`src/rtl/fifo_sync_param_pkg.sv`:
```
// Shared constants for the parametrised synchronous FIFO and the status
// register that consumes its sticky error flags downstream.
package fifo_sync_param_pkg;

    localparam int ERR_OVF_BIT = 0;
    localparam int ERR_UDF_BIT = 1;
    localparam int ERR_W       = 2;

    // Count needs one extra bit so it can represent DEPTH itself.
    function automatic int cnt_width(input int addr_width);
        return addr_width + 1;
    endfunction

    function automatic int fifo_depth(input int addr_width);
        return 1 << addr_width;
    endfunction

endpackage

```
`src/rtl/fifo_sync_param_mem.sv`:
```
// Simple dual-port register array: one write port and one registered read
// port. The array itself is never reset; only the read register is.
module fifo_mem_2p #(
    parameter int DW = 10,
    parameter int AW = 3
) (
    input  logic          clk,
    input  logic          reset,
    input  logic          wr_en,
    input  logic [AW-1:0] wr_addr,
    input  logic [DW-1:0] wr_data,
    input  logic          rd_en,
    input  logic [AW-1:0] rd_addr,
    output logic [DW-1:0] rd_data
);

    logic [DW-1:0] mem_q [2**AW];
    logic [DW-1:0] rd_data_q;

    always_ff @(posedge clk) begin
        if (wr_en) mem_q[wr_addr] <= wr_data;
    end

    // Read-before-write: a read and write to the same slot returns the old word.
    always_ff @(posedge clk or negedge reset) begin
        if (!reset)     rd_data_q <= '0;
        else if (rd_en) rd_data_q <= mem_q[rd_addr];
    end

    assign rd_data = rd_data_q;

endmodule

```
`src/rtl/fifo_sync_param.sv`:
```
// Single-clock FIFO with occupancy count, threshold flags, sticky
// overflow/underflow and a registered read-data valid strobe.
module fifo_sync_param
    import fifo_sync_param_pkg::*;
#(
    parameter int DATA_WIDTH = 10,
    parameter int ADDR_WIDTH = 3
) (
    input  logic                  clk,
    input  logic                  reset,
    input  logic                  push,
    input  logic [DATA_WIDTH-1:0] data_in,
    input  logic                  pop,
    output logic [DATA_WIDTH-1:0] data_out,
    output logic                  data_out_valid,
    input  logic [ADDR_WIDTH:0]   umbral_alto,
    input  logic [ADDR_WIDTH:0]   umbral_bajo,
    output logic [ADDR_WIDTH:0]   count,
    output logic                  full_fifo,
    output logic                  empty_fifo,
    output logic                  almost_full_fifo,
    output logic                  almost_empty_fifo,
    output logic                  overflow,
    output logic                  underflow,
    input  logic                  error_clr
);

    localparam int CW    = cnt_width(ADDR_WIDTH);
    localparam int DEPTH = fifo_depth(ADDR_WIDTH);
    localparam logic [CW-1:0]         DEPTH_C = CW'(DEPTH);
    localparam logic [CW-1:0]         CNT_ONE = CW'(1);
    localparam logic [ADDR_WIDTH-1:0] PTR_ONE = ADDR_WIDTH'(1);

    logic [ADDR_WIDTH-1:0] wr_ptr_q, wr_ptr_d;
    logic [ADDR_WIDTH-1:0] rd_ptr_q, rd_ptr_d;
    logic [CW-1:0]         count_q, count_d;
    logic [ERR_W-1:0]      err_q, err_d;
    logic                  dov_q;
    logic                  push_ok, pop_ok;

    assign full_fifo         = (count_q == DEPTH_C);
    assign empty_fifo        = (count_q == '0);
    assign almost_full_fifo  = (count_q >= umbral_alto);
    assign almost_empty_fifo = (count_q <= umbral_bajo);

    // A full FIFO still accepts a push when a pop frees a slot that cycle.
    assign pop_ok  = pop && !empty_fifo;
    assign push_ok = push && (!full_fifo || pop_ok);

    always_comb begin
        wr_ptr_d = wr_ptr_q;
        rd_ptr_d = rd_ptr_q;
        count_d  = count_q;
        err_d    = err_q;
        if (push_ok) wr_ptr_d = wr_ptr_q + PTR_ONE;
        if (pop_ok)  rd_ptr_d = rd_ptr_q + PTR_ONE;
        case ({push_ok, pop_ok})
            2'b10:   count_d = count_q + CNT_ONE;
            2'b01:   count_d = count_q - CNT_ONE;
            default: count_d = count_q;
        endcase
        if (error_clr) err_d = '0;
        // Set after clear so a same-cycle error event wins.
        if (push && !push_ok) err_d[ERR_OVF_BIT] = 1'b1;
        if (pop && !pop_ok)   err_d[ERR_UDF_BIT] = 1'b1;
    end

    always_ff @(posedge clk or negedge reset) begin
        if (!reset) begin
            wr_ptr_q <= '0;
            rd_ptr_q <= '0;
            count_q  <= '0;
            err_q    <= '0;
            dov_q    <= 1'b0;
        end else begin
            wr_ptr_q <= wr_ptr_d;
            rd_ptr_q <= rd_ptr_d;
            count_q  <= count_d;
            err_q    <= err_d;
            dov_q    <= pop_ok;
        end
    end

    fifo_mem_2p #(
        .DW (DATA_WIDTH),
        .AW (ADDR_WIDTH)
    ) u_mem (
        .clk     (clk),
        .reset   (reset),
        .wr_en   (push_ok),
        .wr_addr (wr_ptr_q),
        .wr_data (data_in),
        .rd_en   (pop_ok),
        .rd_addr (rd_ptr_q),
        .rd_data (data_out)
    );

    assign count          = count_q;
    assign data_out_valid = dov_q;
    assign overflow       = err_q[ERR_OVF_BIT];
    assign underflow      = err_q[ERR_UDF_BIT];

endmodule

```
`config.mk`:
```
export PLATFORM = sky130hd
export DESIGN_NAME = fifo_sync_param
export DESIGN_NICKNAME = d
export VERILOG_FILES = /design/src/rtl/fifo_sync_param_pkg.sv /design/src/rtl/fifo_sync_param_mem.sv /design/src/rtl/fifo_sync_param.sv
export SDC_FILE = /design/constraint.sdc
export NUM_CORES = 1
export LEC_CHECK = 0
export BUFFER_PORTS_ARGS = -buffer_cell sky130_fd_sc_hd__buf_4
export CORE_MARGIN = 2
export CORE_UTILIZATION = 61
export CTS_BUF_LIST = sky130_fd_sc_hd__clkbuf_2 sky130_fd_sc_hd__clkbuf_4 sky130_fd_sc_hd__clkbuf_8
export DETAILED_ROUTE_END_ITERATION = 16
export GPL_TIMING_DRIVEN = 0
export PLACE_DENSITY_LB_ADDON = 0.05
export SETUP_SLACK_MARGIN = 0.3
export SLEW_MARGIN = 10
export SYNTH_ARGS = -nofsm -noshare
export SYNTH_HDL_FRONTEND = slang
export SYNTH_SLANG_ARGS = --single-unit
export TNS_END_PERCENT = 30
```
`constraint.sdc`:
```
create_clock -name clk -period 3.2 [get_ports clk]
set_input_delay 0.64 -clock clk [delete_from_list [all_inputs] [get_ports clk]]
set_output_delay 0.64 -clock clk [all_outputs]
set_load 0.02 [all_outputs]
```
## After elaboration in Yosys (flattened, before gate mapping)

Memory sizes are Yosys's and may differ from the RTL's. A register that Yosys moved wholly into a read port is not among the register bits.
Cells that the tools add are included.

- Bits in registers: 13
- Bits in latches: 0
- Bits in writable memories: 80
- Bits in read-only memories: 0
- Input bits: 23
- Logic and storage cells: 36
- Memories: 1

- $add $sub $neg: 4
- Multiply operators: 0
- Div/mod/pow operators: 0
- Order comparisons: 2
- Equality and inequality tests: 3
- Shift-type cells: 0
- Multiplexer cells: 6
- Bitwise gates (word level): 0
- Reduce and logical (&&, ||, !) cells: 14

Memory list:

| memory | words | width | rd ports | clocked after Yosys merged registers in | write ports | line | RTL |
|---|---|---|---|---|---|---|---|
| u_mem.mem_q | 8 | 10 | 1 | 1 | 1 | fifo_sync_param_mem.sv:17 | `logic [DW-1:0] mem_q [2**AW];` |

Operators with widths:

| operator | number |
|---|---|
| $pmux W4 S2 | 1 |
| $add A3 B1 Y3 const B | 2 |
| $reduce_bool A2 Y1 | 3 |
| $logic_not A1 Y1 | 5 |
| $add A4 B1 Y4 const B | 1 |
| $eq A4 B4 Y1 const B | 1 |
| $ge A4 B4 Y1 | 1 |
| $le A4 B4 Y1 | 1 |
| $logic_and A1 B1 Y1 | 4 |
| $logic_not A4 Y1 | 1 |
| $mux W1 | 4 |
| $sub A4 B1 Y4 const B | 1 |
| $eq A2 B1 Y1 const B | 1 |
| $eq A2 B2 Y1 const B | 1 |
| $mux W2 | 1 |
| $logic_or A1 B1 Y1 | 1 |

## Logic depth before layout (Yosys ltp)

Gate-level depths: netlist of run 1.

- Word-level depth: 8
- Mapped depth: 11

## Modules after synthesis

Synthesis of run 1 repeated with hierarchy kept, for this count alone.

- Cells, all modules: 291
- Area total of the unflattened synthesis: 4474.3 um2

Modules (own cells, without submodules):

| module | times used | cells each | area each (um2) | seq. area each (um2) |
|---|---|---|---|---|
| fifo_mem_2p | 1 | 208 | 3578.4 | 2652.5 |
| fifo_sync_param | 1 | 83 | 895.9 | 325.3 |

## Worst setup path after synthesis of run 1

Ideal clock, no wire load.

- Kind: reg2reg
- Start point: reg count_q[1] (netlist: count[1])
- End point: reg count_q[3] (netlist: count[3])
- Library setup time: 0.093 ns
- Arrival time: 2.549 ns
- Required time: 3.107 ns
- Path slack: 0.559 ns
- Cell stages (with the launch flop): 12
- Period minus slack after synthesis: 2.641 ns
- Cell sequence: dfrtp_1 or3_1 buf_6 o21ai_2 inv_1 nand2b_1 inv_1 ha_1 or2_2 and2_1 a221o_1 o221ai_1

- Cells in the longest elaborated chain, start to end: 7
- Elaborated cells between the ends (all ways): 13
- Those cells by class: 2 x add/sub; 3 x eq/ne; 1 x mux; 7 x reduce/logical

Ends and longest elaborated chain:

| item | line | RTL |
|---|---|---|
| from (decl) | fifo_sync_param.sv:36 | `logic [CW-1:0] count_q, count_d;` |
| from (signal assigned) | fifo_sync_param.sv:78 | `count_q <= count_d;` |
| $logic_not A4 Y1 (*) | fifo_sync_param.sv:42 | `assign empty_fifo = (count_q == '0);` |
| $logic_not A1 Y1 (*) | fifo_sync_param.sv:47 | `assign pop_ok = pop && !empty_fifo;` |
| $logic_and A1 B1 Y1 (*) | fifo_sync_param.sv:47 |  |
| net pop_ok | fifo_sync_param.sv:39 | `logic push_ok, pop_ok;` |
| $logic_or A1 B1 Y1 | fifo_sync_param.sv:48 | `assign push_ok = push && (!full_fifo \|\| pop_ok);` |
| $logic_and A1 B1 Y1 | fifo_sync_param.sv:48 |  |
| $eq A2 B1 Y1 / $eq A2 B2 Y1 (equally long branches) | fifo_sync_param.sv:57 | `case ({push_ok, pop_ok})` |
| $pmux W4 S2 / $reduce_bool A2 Y1 (equally long branches) | n/a |  |

The timed path passes the listed nets; every way through them passes the cells marked *.
A chain may end at the register's enable or synchronous reset.

## Final worst setup path of run 1

Ends and elaborated chain as after synthesis.

==> results of run 1 <==
what timing repair did:
item / 4_1_cts / 5_1_grt
setup buffers: 0 / 1
gates resized for setup: 0 / 2
hold buffers: 0 / 0
endpoints found under the setup margin: 0 / 1
logic make-up after synthesis:
family	Yosys count	synth area share, %
buffers and inverters	23	2.84
and+or+nand+nor	43	4.53
muxes	43	10.6
adders and majority gates	13	3.90
xor gates and xnor gates	7	1.40
DFF	103	68.2
AOI/OAI and AO/OA	47	8.57
layer usage:
metal	wire length (µm)	track usage [%]	vias to the layer above
met5	0	0	-
met4	208	10.2	0
met1	3720	32.9	1278
met3	403	4.01	16
li1	-	-	1169
met2	4100	36.6	61
cell type report:
cell class | instances | area, µm² | share of cell area (%)
flip-flops and latches | 103 | 2980 | 58.7
multi-input cells | 153 | 1280 | 25.3
repair buffers | 45 | 345 | 6.80
clock buffers | 9 | 124 | 2.44
well taps | 96 | 120 | 2.37
clock inverters | 7 | 101 | 2.00
plain buffers | 11 | 78.8 | 1.55
inverters | 12 | 45.0 | 0.887
registers in the layout, indices dropped and copies added, names as in the netlist:
register and cells:
wr_ptr_q 3, u_mem.mem_q 80, data_out_valid 1, rd_ptr_q 3, u_mem.rd_data 10, count 4, err_q 2
placed cells by master, fill, tap and decap left out, drive strengths merged:
| master | instances |
|---|---|
| buf | 56 |
| clkbuf | 9 |
| o221ai | 1 |
| or2 | 1 |
| a22o | 2 |
| o21ai | 12 |
| nor2 | 9 |
| bufinv | 2 |
| clkinv | 1 |
| xnor2 | 5 |
| nand4 | 1 |
| nor2b | 3 |
| a21oi | 1 |
| a221o | 11 |
| nand2 | 19 |
| a21o | 3 |
| o31a | 1 |
| a211o | 1 |
| nand2b | 5 |
| mux2i | 21 |
| o22ai | 11 |
| or3 | 1 |
| fa | 1 |
| ha | 12 |
| and2 | 1 |
| a32oi | 1 |
| inv | 16 |
| dfrtp | 23 |
| nor3 | 2 |
| o21a | 2 |
| or2b | 1 |
| xor2 | 2 |
| a31oi | 1 |
| edfxtp | 80 |
| mux2 | 22 |
metrics by stage:
step | utilization [%] | setup slack [ps] | hold slack, ps
6_report | 73.9 | 433 | 171
3_5_place_dp | 70.4 | 348 | 477
2_1_floorplan | - | 559 | 344
4_1_cts | 73.7 | 329 | 169
3_3_place_gp | 69.9 | 97.5 | 469
5_1_grt | 73.9 | 305 | 172
worst max path at each step:
stage / startpoint / endpoint / slack [ps] / cells after the start
6_report: count[1]$_DFFE_PN0P_ / count[3]$_DFFE_PN0P_ / 430 / 11
5_1_grt: count[1]$_DFFE_PN0P_ / count[3]$_DFFE_PN0P_ / 300 / 11
4_1_cts: count[1]$_DFFE_PN0P_ / count[3]$_DFFE_PN0P_ / 330 / 11
3_5_place_dp: count[1]$_DFFE_PN0P_ / count[3]$_DFFE_PN0P_ / 350 / 11
3_3_place_gp: push / u_mem.mem_q[0][8]$_DFFE_PP_ / 100 / 4
2_1_floorplan: count[1]$_DFFE_PN0P_ / count[3]$_DFFE_PN0P_ / 560 / 11
power by group:
group / total, mW / leakage, nW / internal, mW / switching, mW
combinational: 1.79 / 0.887 / 0.810 / 0.977
clock: 0.903 / 0.114 / 0.452 / 0.451
sequential: 1.91 / 1.00 / 1.74 / 0.168
total: 4.60 / 2.00 / 3.01 / 1.60
==> metrics.yaml, run 1 <==
critical_path:
  criticalPathCategory: "reg2reg"
  cp.required_ps: 3480
  path_cells: "or3_1 > buf_6 > o21ai_4 > inv_1 > nand2b_1 > inv_1 > ha_1 > or2_2 > and2_1 > a221o_1 > o221ai_1"
  rr_worst_depth: 11
  reg2reg_slack_ps: 430
  critPathMaxStageDelay_ps: 450
  crit_fanout: 8
  critPathLaunchType: "register"
  critPathSlowestCell: "dfrtp_2"
  r2r-end: "count[3]$_DFFE_PN0P_"
  critPathMostFrequentCell: "inv_1"
  end_kind: "register"
  cp.arrival_ps: 3050
  cpLargestDelayFamily: "simple AND/OR/NAND/NOR gates"
  r2r-start: "count[1]$_DFFE_PN0P_"
  crit_buf_inv: 3
clock_network:
  root_buffer: "clkbuf_8"
  h-tree-depth: 3
  clk_latency_ps: 360
  cts.sink_count: 103
  path_clk_slew_ps: 100
  clock_path_buffers: 2
  cts_inserted_buffers: 9
  cts_tree: "built"
cells_and_area:
  area_growth_pct: 16.2
  fin_area_um2: 5080
  nets: 371
  drive_above_1_share_pct: 28.8
  fill_cells: 464
  instances_no_fill: 436
  antenna_cells: 0
synth:
  synth-async-reset-ratio_pct: 22.3
  synth_top_cells_by_area: "edfxtp_1, dfrtp_1, mux2_2"
  synth_seq_cells: 103
  syn_nets: 315
  synth_top_area_share_pct: 55.0
  synth.distinct_cells: 40
  synth_cells: 279
  yosysMostFrequentCell: "edfxtp_1"
  synth_common_cells: "edfxtp_1, dfrtp_1, mux2i_1"
  ys.flop_type: "edfxtp_1"
  avgSynthCellArea_um2: 15.7
  syn-cell-area_um2: 4370
  synth-edff-count: 80
  ys_warn_count: 0
  seq_area_frac_synth_pct: 68.2
  synth_top_area_cell: "edfxtp_1"
place:
  place_inst: 419
  portBuffers: 42
  dp_hpwl_um: 5600
  placed_area_um2: 4830
  gp_congestion: 0.736
timing:
  slew_viol_final: 0
  max_slew_margin_pct: 18.4
  setup-tns-final_ps: 0
  finClkSkew_ps: 9.94
  tightest_slew_ps: 1220
  max_freq_mhz: 361
  finalCriticalPeriod_ps: 2770
  period_share_pct: 86.5
  finalHoldViolCount: 0
  rsz0062_at_grt: "no"
  final-setup-viol-count: 0
pwr:
  power_density_nw_per_um2: 907
  ir_worst_vdd_uv: 634
  p_total_mw: 4.60
  p_leak_nw: 2.00
detailed_routing:
  vias: 2524
  drt_iter0_markers: 142
  wl_per_cell_um: 19.3
  drc_errors: 0
  antenna_left: 0
  wirelength_um: 8430
  routed_via_density: 5.79
  dr.pass1.iters: 4
floorplan:
  die_x_um: 88.6
  die_area_um2: 7850
  boundaryPins: 44
  die_h_um: 88.6
  core_area_um2: 6870
  initial_utilization_pct: 63.6
  num_rows: 30
global_route:
  grt_pass1_vias: 2443
  antenna_found_initial: 0
  grt_pass1_wl_um: 12900
  gr-usage-all-layers_pct: 23.4
  overflow: 0
  grt_max_degree: 24
worst_hold_path:
  hold_path.class: "in2async"
flow_run:
  cap_viol_max_count: 0
outcome:
  outcome: "finished, final reports clean"
No activity file was read; power rests on OpenSTA's default activity.
==> inputs of run 2 (changes only) <==
SYNTH_HIERARCHICAL = 1   (was not set)
==> run 2 against run 1 <==
Against the previous run: global-route usage rose by 0.38 points; clock-buffer cell count rose by 1; sequential share of layout area fell by 0.63 points; synthesized area rose by 2.5%; worst setup slack improved by 45 ps; clock skew rose by 3.2 ps; combinational power rose by 3%; largest cell class unchanged.
==> metrics.yaml, run 2 <==
outcome:
  outcome: "finished, final reports clean"
clock_network:
  root_buffer: "clkbuf_8"
  path_clk_slew_ps: 110
  cts_tree: "built"
  cts_inserted_buffers: 9
  cts.sink_count: 103
  clk_latency_ps: 370
  h-tree-depth: 3
  clock_path_buffers: 2
floorplan:
  num_rows: 31
  die_area_um2: 8040
  die_h_um: 89.6
  initial_utilization_pct: 62.4
  boundaryPins: 44
  die_x_um: 89.6
  core_area_um2: 7180
cells_and_area:
  largest_reg_flops: 80
  layout_commonest_cell: "edfxtp_1"
  nets: 382
  antenna_cells: 0
  layout_common_cells: "edfxtp_1, buf_4, mux2i_1"
  area_growth_pct: 14.7
  drive_above_1_share_pct: 23.9
  instances_no_fill: 450
  top_register: "u_mem/mem_q"
synth:
  ys_warn_count: 6
  ys.flop_type: "edfxtp_1"
  synth_top_area_share_pct: 53.7
  synth_seq_cells: 103
  avgSynthCellArea_um2: 15.4
  synth-async-reset-ratio_pct: 22.3
  seq_area_frac_synth_pct: 66.6
  synth_common_cells: "edfxtp_1, mux2i_1, dfrtp_1"
  synth_top_cells_by_area: "edfxtp_1, dfrtp_1, mux2i_1"
  synth-edff-count: 80
  syn-cell-area_um2: 4470
  yosysMostFrequentCell: "edfxtp_1"
  synth.distinct_cells: 42
  synth_cells: 291
  syn_nets: 327
  synth_top_area_cell: "edfxtp_1"
critical_path:
  cp.required_ps: 3480
  end_kind: "register"
  criticalPathCategory: "reg2reg"
  critPathLaunchType: "register"
  cpLargestDelayFamily: "simple AND/OR/NAND/NOR gates"
  crit_buf_inv: 3
  cp.arrival_ps: 3000
  crit_fanout: 8
  path_cells: "or3_1 > buf_6 > o21ai_4 > inv_2 > nand2b_1 > inv_1 > ha_1 > or2_2 > and2_1 > a221o_1 > o221ai_1"
  r2r-start: "count[1]$_DFFE_PN0P_"
  cp-startpoint: "count[1]$_DFFE_PN0P_"
  critPathSlowestCell: "dfrtp_2"
  critPathMaxStageDelay_ps: 460
timing:
  finalHoldViolCount: 0
  setup-tns-final_ps: 0
  rsz0062_at_grt: "no"
  max_freq_mhz: 367
  finClkSkew_ps: 13.1
  final-setup-viol-count: 0
  finalCriticalPeriod_ps: 2720
  tightest_slew_ps: 1110
  fin_hold_ws_ps: 157
  slew_viol_final: 0
  max_slew_margin_pct: 25.5
  period_share_pct: 85.1
global_route:
  gr-usage-all-layers_pct: 23.8
  overflow: 0
  grt_max_degree: 24
  antenna_found_initial: 0
  grt_pass1_wl_um: 13400
  grt_pass1_vias: 2436
detailed_routing:
  wl_per_cell_um: 19.4
  wirelength_um: 8730
  dr.max_layer_used: "met4"
  drt_iter0_markers: 157
  met3RoutedLength_um: 504
  drc_errors: 0
  antenna_left: 0
  vias: 2599
  met2WireLength_um: 4060
  wirelength_met1_um: 4050
  routed_via_density: 5.78
  dr.pass1.iters: 5
pwr:
  ir_worst_vdd_uv: 532
  power_density_nw_per_um2: 882
  p_leak_nw: 2.09
place:
  gp_congestion: 0.753
  portBuffers: 42
  dp_hpwl_um: 5660
  place_inst: 434
worst_hold_path:
  hold_path.class: "in2async"
flow_run:
  cap_viol_max_count: 0
run 2: cells by family after synthesis:
group,after synthesis,share of synthesized area [%]
flip-flops,103,66.6
AND/OR/NAND/NOR,62,7.63
AO/OA/AOI/OAI,47,9.48
multiplexers,33,7.52
buffers and inverters,26,3.64
adder cells (fa/ha/maj),13,3.80
XOR/XNOR,7,1.37
run 2: routing by layer:
layer / global-route usage (%) / up-vias
met1: 36.2 / 1281
li1: - / 1216
met4: 8.96 / 0
met3: 3.56 / 10
met5: 0 / -
met2: 35.2 / 92
run 2: path summary, 6_finish.rpt:
check	endpoint	slack, ps	cells past startpoint
setup / recovery	count[3]$_DFFE_PN0P_	480	11
hold / removal	u_mem/rd_data[6]$_DFFE_PN0P_	160	1
setup reg to reg	count[3]$_DFFE_PN0P_	480	11
hold reg to reg	wr_ptr_q[2]$_DFFE_PN0P_	510	1
max in group asynchronous	count[1]$_DFFE_PN0P_	2770	1
min in group clk	u_mem/mem_q[4][5]$_DFFE_PP_	500	1
run 2: cell type report:
| cell class | count | area (µm²) |
|---|---|---|
| Inverter | 12 | 45.0 |
| Fill cell | 491 | 2040 |
| Clock inverter | 6 | 52.6 |
| Buffer | 14 | 118 |
| Sequential cell | 103 | 2980 |
| Clock buffer | 10 | 131 |
| Timing Repair Buffer | 44 | 330 |
| Multi-Input combinational cell | 162 | 1350 |
| Tap cell | 99 | 124 |
run 2: where the power goes:
group | internal, mW | leakage [nW] | switching [mW]
logic | 0.817 | 1.00 | 1.02
clock network | 0.304 | 0.0888 | 0.462
registers | 1.74 | 1.00 | 0.176
total | 2.86 | 2.09 | 1.66
run 2: what timing repair did:
item	in CTS	in global routing
gates resized for setup	0	3
buffers inserted	0	0
endpoints found under the setup margin	0	1
hold buffers	0	0
run 2: metrics by stage:
step	utilization, %	setup WS (ps)	total power [mW]	cell area, µm²
finish	71.5	478	4.53	5130
global route	71.5	323	4.79	5130
CTS	71.4	364	4.53	5120
detailed placement	68.8	397	3.78	4940
global placement	68.5	417	3.71	4910
floorplan	-	529	3.17	4470
==> inputs of run 3 (changes only) <==
CORE_UTILIZATION = 40   (was 61)
==> run 3 against run 2 <==
Against the previous run: clock skew is essentially flat; power increased by 0.45%; critical path type unchanged; critical path depth unchanged; register-to-register slack better by 20 ps; die area up 50%; sequential power about the same.
==> metrics.yaml, run 3 (synthesis results as in run 2) <==
worst_hold_path:
  hold_path.class: "in2async"
floorplan:
  boundaryPins: 44
  die_area_um2: 12000
  core_area_um2: 10900
  num_rows: 38
  initial_utilization_pct: 41.1
  die_x_um: 110
  die_h_um: 110
place:
  portBuffers: 42
  placed_area_um2: 4990
  dp_hpwl_um: 6060
  place_inst: 475
  gp_congestion: 0.705
timing:
  period_share_pct: 84.5
  max_slew_margin_pct: 26.9
  fin_hold_ws_ps: 170
  max_freq_mhz: 370
  rsz0062_at_grt: "no"
  finalHoldViolCount: 0
  slew_viol_final: 0
  final-setup-viol-count: 0
  finClkSkew_ps: 13.5
  finalCriticalPeriod_ps: 2700
  setup-tns-final_ps: 0
  tightest_slew_ps: 1090
clock_network:
  cts.sink_count: 103
  clk_latency_ps: 360
  path_clk_slew_ps: 100
  root_buffer: "clkbuf_8"
  cts_tree: "built"
  cts_inserted_buffers: 9
  h-tree-depth: 3
  holdBufCountCts: 0
  clock_path_buffers: 2
detailed_routing:
  drc_errors: 0
  vias: 2542
  antenna_left: 0
  wl_per_cell_um: 18.7
  drt_iter0_markers: 146
  dr.pass1.iters: 4
  wirelength_um: 9220
  routed_via_density: 5.17
cells_and_area:
  layout_commonest_cell: "edfxtp_1"
  fin_area_um2: 5190
  instances_no_fill: 492
  layout_common_cells: "edfxtp_1, buf_4, mux2i_1"
  largest_reg_flops: 80
  area_growth_pct: 16.0
  antenna_cells: 0
  drive_above_1_share_pct: 24.4
  top_register: "u_mem/mem_q"
  nets: 383
global_route:
  grt_pass1_vias: 2521
  grt_pass1_wl_um: 14400
  grt_max_degree: 24
  antenna_found_initial: 0
  gr-usage-all-layers_pct: 16.8
  overflow: 0
critical_path:
  cp.required_ps: 3470
  end_kind: "register"
  critPathMaxStageDelay_ps: 440
  crit_buf_inv: 3
  path_cells: "or3_1 > buf_6 > o21ai_4 > inv_2 > nand2b_1 > inv_1 > ha_1 > or2_2 > and2_1 > a221o_1 > o221ai_1"
  cpLargestDelayFamily: "simple AND/OR/NAND/NOR gates"
  critPathLaunchType: "register"
  crit_fanout: 8
  critPathSlowestCell: "dfrtp_2"
  criticalPathCategory: "reg2reg"
  cp.arrival_ps: 2980
flow_run:
  cap_viol_max_count: 0
pwr:
  power_density_nw_per_um2: 876
  p_leak_nw: 2.10
  ir_worst_vdd_uv: 334
outcome:
  outcome: "finished, final reports clean"
run 3: layer usage:
layer | GRT usage (%) | wire [µm]
met1 | 25.4 | 4630
met2 | 24.8 | 4000
met3 | 3.02 | 512
met4 | 4.61 | 68
met5 | 0 | 0
run 3: path summary, 6_finish.rpt:
path,start,end,slack (ps),cells past startpoint
hold / removal,reset,err_q[1]$_DFFE_PN0P_,170,1
min in group clk,wr_ptr_q[2]$_DFFE_PN0P_,wr_ptr_q[2]$_DFFE_PN0P_,500,1
max in group asynchronous,reset,count[1]$_DFFE_PN0P_,2740,1
setup reg to reg,count[1]$_DFFE_PN0P_,count[3]$_DFFE_PN0P_,500,11
setup / recovery,count[1]$_DFFE_PN0P_,count[3]$_DFFE_PN0P_,500,11
hold reg to reg,wr_ptr_q[2]$_DFFE_PN0P_,wr_ptr_q[2]$_DFFE_PN0P_,500,1
run 3: area by class of cell:
class	count	area, µm²
plain buffers	14	118
clock buffers	10	131
clock inverters	6	52.6
fillers	974	5700
inverters	12	45.0
multi-input cells	162	1350
flip-flops and latches	103	2980
well taps	140	175
repair buffers	45	338
run 3: stage by stage:
stage               utilization, %  setup slack [ps]  total power, mW
global placement              45.6               219             3.78
floorplan                        -               529             3.17
detailed placement            45.8               383             3.82
finish                        47.7               495             4.55
global route                  47.7               308             4.86
CTS                           47.5               346             4.59
run 3: timing repair:
item / in CTS / in global routing
gates resized for setup: 0 / 4
endpoints found under the setup margin: 0 / 1
buffers inserted: 0 / 1
run 3: power by group:
part / internal, mW / leakage (nW) / switching, mW / total (mW)
clock network: 0.306 / 0.0941 / 0.461 / 0.767
registers: 1.74 / 1.00 / 0.172 / 1.92
logic: 0.826 / 1.01 / 1.04 / 1.86
total: 2.88 / 2.10 / 1.67 / 4.55
